--- src/rtl/serial_rx.sv ---
// -----------------------------------------------------------------------------
// serial_rx
//
// Bit-serial receiver for the sensor link. It deserialises an asynchronous,
// LSB-first, 8-bit frame into a parallel byte and hands it to the packet logic
// with a one-cycle valid strobe. Bit timing is CLK_PER_BIT system clocks per
// bit, so no separate baud clock is needed.
//
// Frame (default build): start(0), d0..d7, stop(1)             -> 10 bits
// Frame (SERIAL_RX_PARITY_EN defined): start, d0..d7, even parity, stop -> 11 bits
//
// Optional feature macro: SERIAL_RX_PARITY_EN
//   defined   : PARITY state exists, parity_err reports even-parity mismatches
//   undefined : no parity bit in the frame, parity_err tied to 0
//
// Parameters
//   CLK_PER_BIT  system-clock cycles per serial bit (legal 4 .. 2^16-1)
//
// Ports
//   clk         in   system clock, all logic on the rising edge
//   reset       in   synchronous, active-high; clears all state and outputs
//   enable      in   receiver enable; low abandons any frame and holds IDLE
//   rx          in   serial line, idle high, asynchronous to clk
//   data        out  [7:0] last correctly received byte
//   data_valid  out  one-cycle pulse, data updated on the same edge
//   frame_err   out  one-cycle pulse, stop bit sampled low
//   parity_err  out  one-cycle pulse, parity mismatch (parity build only)
//   busy        out  high whenever the receiver is not IDLE
// -----------------------------------------------------------------------------
module serial_rx #(
  parameter int CLK_PER_BIT = 7
) (
  input  logic       clk,
  input  logic       reset,
  input  logic       enable,
  input  logic       rx,
  output logic [7:0] data,
  output logic       data_valid,
  output logic       frame_err,
  output logic       parity_err,
  output logic       busy
);

  localparam int CNT_W = $clog2(CLK_PER_BIT) + 1;

  // Terminal counts. The counter is cleared on the edge that enters a state,
  // so a state that must sample N cycles after entry compares against N-1.
  localparam logic [CNT_W-1:0] HALF_M1 = CNT_W'(CLK_PER_BIT / 2 - 1);
  localparam logic [CNT_W-1:0] FULL_M1 = CNT_W'(CLK_PER_BIT - 1);

  typedef enum logic [2:0] {
    IDLE      = 3'd0,
    START     = 3'd1,
    DATA      = 3'd2,
`ifdef SERIAL_RX_PARITY_EN
    PARITY    = 3'd3,
`endif
    STOP      = 3'd4,
    WAIT_HIGH = 3'd5
  } state_t;

`ifdef SERIAL_RX_PARITY_EN
  // Even parity: the eight data bits plus the parity bit hold an even number
  // of ones.
  function automatic logic parity_ok(input logic [7:0] d, input logic p);
    return ~(^d ^ p);
  endfunction
`endif

  state_t           state_q, state_d;
  logic [CNT_W-1:0] cnt_q, cnt_d;
  logic [2:0]       idx_q, idx_d;
  logic [7:0]       shift_q, shift_d;
  logic [7:0]       data_q, data_d;
  logic             dv_q, dv_d;
  logic             fe_q, fe_d;
  logic [1:0]       sync_q, sync_d;
  logic             rxs;
`ifdef SERIAL_RX_PARITY_EN
  logic             par_q, par_d;
  logic             pe_q, pe_d;
`endif

  // Stage p0/p1: two-flop synchroniser; resets to the idle line level so a
  // reset never looks like a start bit.
  assign sync_d = {sync_q[0], rx};
  assign rxs    = sync_q[1];

  always_comb begin
    state_d = state_q;
    cnt_d   = cnt_q;
    idx_d   = idx_q;
    shift_d = shift_q;
    data_d  = data_q;
    dv_d    = 1'b0;
    fe_d    = 1'b0;
`ifdef SERIAL_RX_PARITY_EN
    par_d   = par_q;
    pe_d    = 1'b0;
`endif

    if (!enable) begin
      // Abandon any frame without a strobe; the last good byte is kept.
      state_d = IDLE;
      cnt_d   = '0;
      idx_d   = '0;
    end else begin
      unique case (state_q)
        IDLE: begin
          if (!rxs) begin
            state_d = START;
            cnt_d   = '0;
          end
        end

        START: begin
          // Re-check the line at mid start bit to reject glitches.
          if (cnt_q == HALF_M1) begin
            cnt_d = '0;
            if (rxs) begin
              state_d = IDLE;
            end else begin
              state_d = DATA;
              idx_d   = '0;
            end
          end else begin
            cnt_d = cnt_q + CNT_W'(1);
          end
        end

        DATA: begin
          if (cnt_q == FULL_M1) begin
            cnt_d          = '0;
            shift_d[idx_q] = rxs;
            if (idx_q == 3'd7) begin
`ifdef SERIAL_RX_PARITY_EN
              state_d = PARITY;
`else
              state_d = STOP;
`endif
            end else begin
              idx_d = idx_q + 3'd1;
            end
          end else begin
            cnt_d = cnt_q + CNT_W'(1);
          end
        end

`ifdef SERIAL_RX_PARITY_EN
        PARITY: begin
          if (cnt_q == FULL_M1) begin
            cnt_d   = '0;
            par_d   = rxs;
            state_d = STOP;
          end else begin
            cnt_d = cnt_q + CNT_W'(1);
          end
        end
`endif

        STOP: begin
          if (cnt_q == FULL_M1) begin
            cnt_d = '0;
            if (!rxs) begin
              // Framing error wins over parity; wait out a held-low line so
              // a break is not mistaken for the next start bit.
              fe_d    = 1'b1;
              state_d = WAIT_HIGH;
            end else begin
              state_d = IDLE;
`ifdef SERIAL_RX_PARITY_EN
              if (!parity_ok(shift_q, par_q)) begin
                pe_d = 1'b1;
              end else begin
                data_d = shift_q;
                dv_d   = 1'b1;
              end
`else
              data_d = shift_q;
              dv_d   = 1'b1;
`endif
            end
          end else begin
            cnt_d = cnt_q + CNT_W'(1);
          end
        end

        WAIT_HIGH: begin
          if (rxs) begin
            state_d = IDLE;
          end
        end

        default: begin
          state_d = IDLE;
          cnt_d   = '0;
        end
      endcase
    end
  end

  always_ff @(posedge clk) begin
    if (reset) begin
      state_q <= IDLE;
      cnt_q   <= '0;
      idx_q   <= '0;
      shift_q <= '0;
      data_q  <= '0;
      dv_q    <= 1'b0;
      fe_q    <= 1'b0;
      sync_q  <= 2'b11;
`ifdef SERIAL_RX_PARITY_EN
      par_q   <= 1'b0;
      pe_q    <= 1'b0;
`endif
    end else begin
      state_q <= state_d;
      cnt_q   <= cnt_d;
      idx_q   <= idx_d;
      shift_q <= shift_d;
      data_q  <= data_d;
      dv_q    <= dv_d;
      fe_q    <= fe_d;
      sync_q  <= sync_d;
`ifdef SERIAL_RX_PARITY_EN
      par_q   <= par_d;
      pe_q    <= pe_d;
`endif
    end
  end

  assign data       = data_q;
  assign data_valid = dv_q;
  assign frame_err  = fe_q;
`ifdef SERIAL_RX_PARITY_EN
  assign parity_err = pe_q;
`else
  assign parity_err = 1'b0;
`endif
  assign busy       = (state_q != IDLE);

endmodule
--- config.mk ---
export PLATFORM = sky130hd
export DESIGN_NAME = serial_rx
export DESIGN_NICKNAME = d
export VERILOG_FILES = /design/src/rtl/serial_rx.sv
export SDC_FILE = /design/constraint.sdc
export NUM_CORES = 1
export LEC_CHECK = 0
export CORE_MARGIN = 2
export CORE_UTILIZATION = 30
export CTS_CLUSTER_DIAMETER = 80
export DETAILED_ROUTE_END_ITERATION = 16
export PLACE_DENSITY_LB_ADDON = 0.12
export SYNTH_ARGS = -nofsm -noshare
export SYNTH_HDL_FRONTEND = slang
export SYNTH_SLANG_ARGS = --single-unit
--- constraint.sdc ---
create_clock -name clk -period 2.75 [get_ports clk]
set_clock_uncertainty 0.1 [all_clocks]
set_input_delay 0.55 -clock clk [delete_from_list [all_inputs] [get_ports clk]]
set_output_delay 0.55 -clock clk [all_outputs]
set_load 0.02 [all_outputs]
==> impl_results.md <==
- FF-to-FF path depth: 6
- Leak: roughly 0.76 nW
- Cell with the most instances after synthesis: dfxtp_1
- Hold-fix buffers at CTS: 0
- # clock sinks: 30
- Setup crit end: busy
- P&R area growth vs syn: 19.2%
- Asr flop ratio synth: 0%
- RSZ-0062 raised after global routing: false
- Post_cts resized: 0
- Die span in y: about 74 µm
- Starting Density: between 30% and 40%
- Global route overflow: 0
- Vias per cell: around 4.7
- Drt drc: 0
- Post-DP Area: around 0.0017 mm²
- R2R Setup Slk: slightly above 0.6 ns
- Net count, final: 181
- Cells after synthesis: 160
- Status: completed
- Setup CP Type: reg -> out
- Area of the multi-input gates: between 800 and 900 µm²
- Bufs on Longest Clock Path: 2
- Yosys top cell area share: around two fifths
- Setup_tns: 0 ns
- Tcrit/Tclk final: a little under nine tenths
- Most used DFF post-synth: dfxtp_1
- Antenna Nets Post-Route: 0
- Peak supply drop: a little under 300 µV
- Max_slew headroom: 58.8%
- Startpoint Class: register
- Pwr dens: a little over 500 mW/mm²
- Average cell area after synthesis: around 9.3 µm²
- Drt initial violations: 76
- TritonCTS clock tree: built
- GPL Wtd Cong: 0.747
- Worst-path clk slew: approximately 0.060 ns
- Final Max Tran Viols: 0
- Type of the most critical hold path: reg -> reg
- Largest net degree at the start of global routing: 19
- Net count after synthesis: between 150 and 200
- EDFF count, synth: 0
- WP data required: between 2 and 2.5 ns
- Drt first pass iters: 4
- Root Buffer Master: clkbuf_8
- Post-synthesis sequential area ratio: 40.4%
- Ant diodes: 0
- Final HPWL DP: 2070 µm
- Crit end category: output port
- Post-CTS Setup Bufs: 0
- Non-Filler Instances: 240
- Hold Fails Final Rpt: 0
- CTS buffer count: 5
- Yosys cell types: 42
- Via count: 1134
- # fillers: 512
- Fin crit period: 2.34 ns
- Final Cell Area: between 0.0015 and 0.002 mm²
- R2R Path End: idx_q[0]
- Max_cap viols: 0
- Count of final setup violators: 0
- Yosys warns: 0
- WL/cell: 12.5 µm
- RR Startpoint: idx_q[0]
- Actual slew at the worst max-slew pin: roughly 0.61 ns
- Fmax: 428 MHz
- Layout cells sized above 1: between 10% and 20%
- H-tree depth: 2
- Total wire length: around 3000 µm
- Most frequent cells after synthesis: dfxtp_1, nor2_1, mux2i_1
- Largest cells by area after synthesis: dfxtp_1, mux2i_1, nor2_1, ha_1, nand3_1
- Post-synth design cell area: ~0.0015 mm²
- Placed cells: roughly 230
- Register Area: approximately 600 µm²
- Initial antenna violation count: 0
- All-Layer GR Usage: approximately an eighth
- Cell Rows: 25
- Crit path launch: state_q[2]
- Total die area: approximately 0.0055 mm²
- Worst skew pair latency: 0.28 ns
- CORE AREA: about 0.0048 mm²
- First-pass GRT wire length: between 5000 and 6000 µm
- Arr. time, crit path: around 1.7 ns
- Io pins: 16
- Cell accounting for the most synthesized area: dfxtp_1
- Port Buffer Count: 14
- Yosys reg bits: 30
- Crit-path max FO: 14
- Vias in the first global route: approximately 1100
- Die W: 74.4 µm
## flip-flops by register name (all words and copies together) (netlist names)
name / flops
cnt_q: 4
data: 8
data_valid: 1
frame_err: 1
idx_q: 3
shift_q: 8
state_q: 3
sync_q: 2
## logic make-up (layout without fill, tap and decap cells)
| group | Yosys count | after routing | synth area share [%] |
|---|---|---|---|
| muxes | 18 | 18 | 12.3 |
| xor gates and xnor gates | 1 | 1 | 0.589 |
| AOI/OAI and AO/OA | 17 | 17 | 9.34 |
| other | 1 | 1 | 0.252 |
| DFF | 30 | 30 | 40.4 |
| and+or+nand+nor | 75 | 75 | 28.1 |
| adders and majority gates | 4 | 4 | 3.36 |
| buffers and inverters | 14 | 27 | 5.72 |
## placed cells by master (no fill, tap or decap), types with 4 or more instances in the layout
| master | n |
|---|---|
| o21ai_0 | 6 |
| nor2b_1 | 5 |
| ha_1 | 4 |
| mux2i_1 | 16 |
| clkbuf_8 | 6 |
| nand3_1 | 8 |
| nand2_1 | 8 |
| dfxtp_1 | 30 |
| nor2_1 | 27 |
| clkdlybuf4s50_1 | 14 |
## how the worst min path moves through the flow
stage,endpoint,start,depth (start not counted)
2_1_floorplan,sync_q[1],sync_q[0],1
3_3_place_gp,sync_q[1],sync_q[0],1
3_5_place_dp,sync_q[1],sync_q[0],1
4_1_cts,sync_q[1],sync_q[0],1
5_1_grt,sync_q[1],sync_q[0],1
6_report,sync_q[1],sync_q[0],1
## where the power goes
part           leakage, nW  internal [mW]  total [mW]  switching, mW
Clock               0.0573          0.289       0.447          0.158
Combinational        0.463         0.0130      0.0312         0.0182
Sequential           0.242          0.436       0.440        0.00317
Total                0.762          0.739       0.918          0.179
## final cells by class
| type | instances | share of cell area (%) |
|---|---|---|
| well taps | 67 | 4.73 |
| flip-flops and latches | 30 | 33.9 |
| inverters | 3 | 0.635 |
| clock buffers | 6 | 4.66 |
| clock inverters | 1 | 1.69 |
| repair buffers | 17 | 9.17 |
| multi-input cells | 116 | 45.2 |
## worst max-delay path, stage by stage (launching register included)
cell and delay [ns]:
dfxtp_1 0.60, nor2_1 0.13, nand2_1 0.09, clkdlybuf4s50_1 0.59
## metrics by stage
step	hold WS [ns]	power (mW)	util (%)	worst slack, ns
after CTS	0.317	0.936	37.3	0.419
after global routing	0.343	0.963	37.3	0.335
after global placement	0.292	0.480	34.9	0.617
after floorplan	0.289	0.469	-	0.833
after detailed placement	0.302	0.481	34.9	0.586
final	0.312	0.918	37.3	0.412
## metal layers
layer	track usage [%]	share of wire (%)	routed length, µm	vias to the layer above
li1	-	-	-	582
met4	5.95	1.9	57	0
met2	19.0	45	1350	19
met1	15.6	49	1470	526
met3	4.47	4.0	120	7
met5	0	0	0	-
Power figures use the tool's default switching activity.
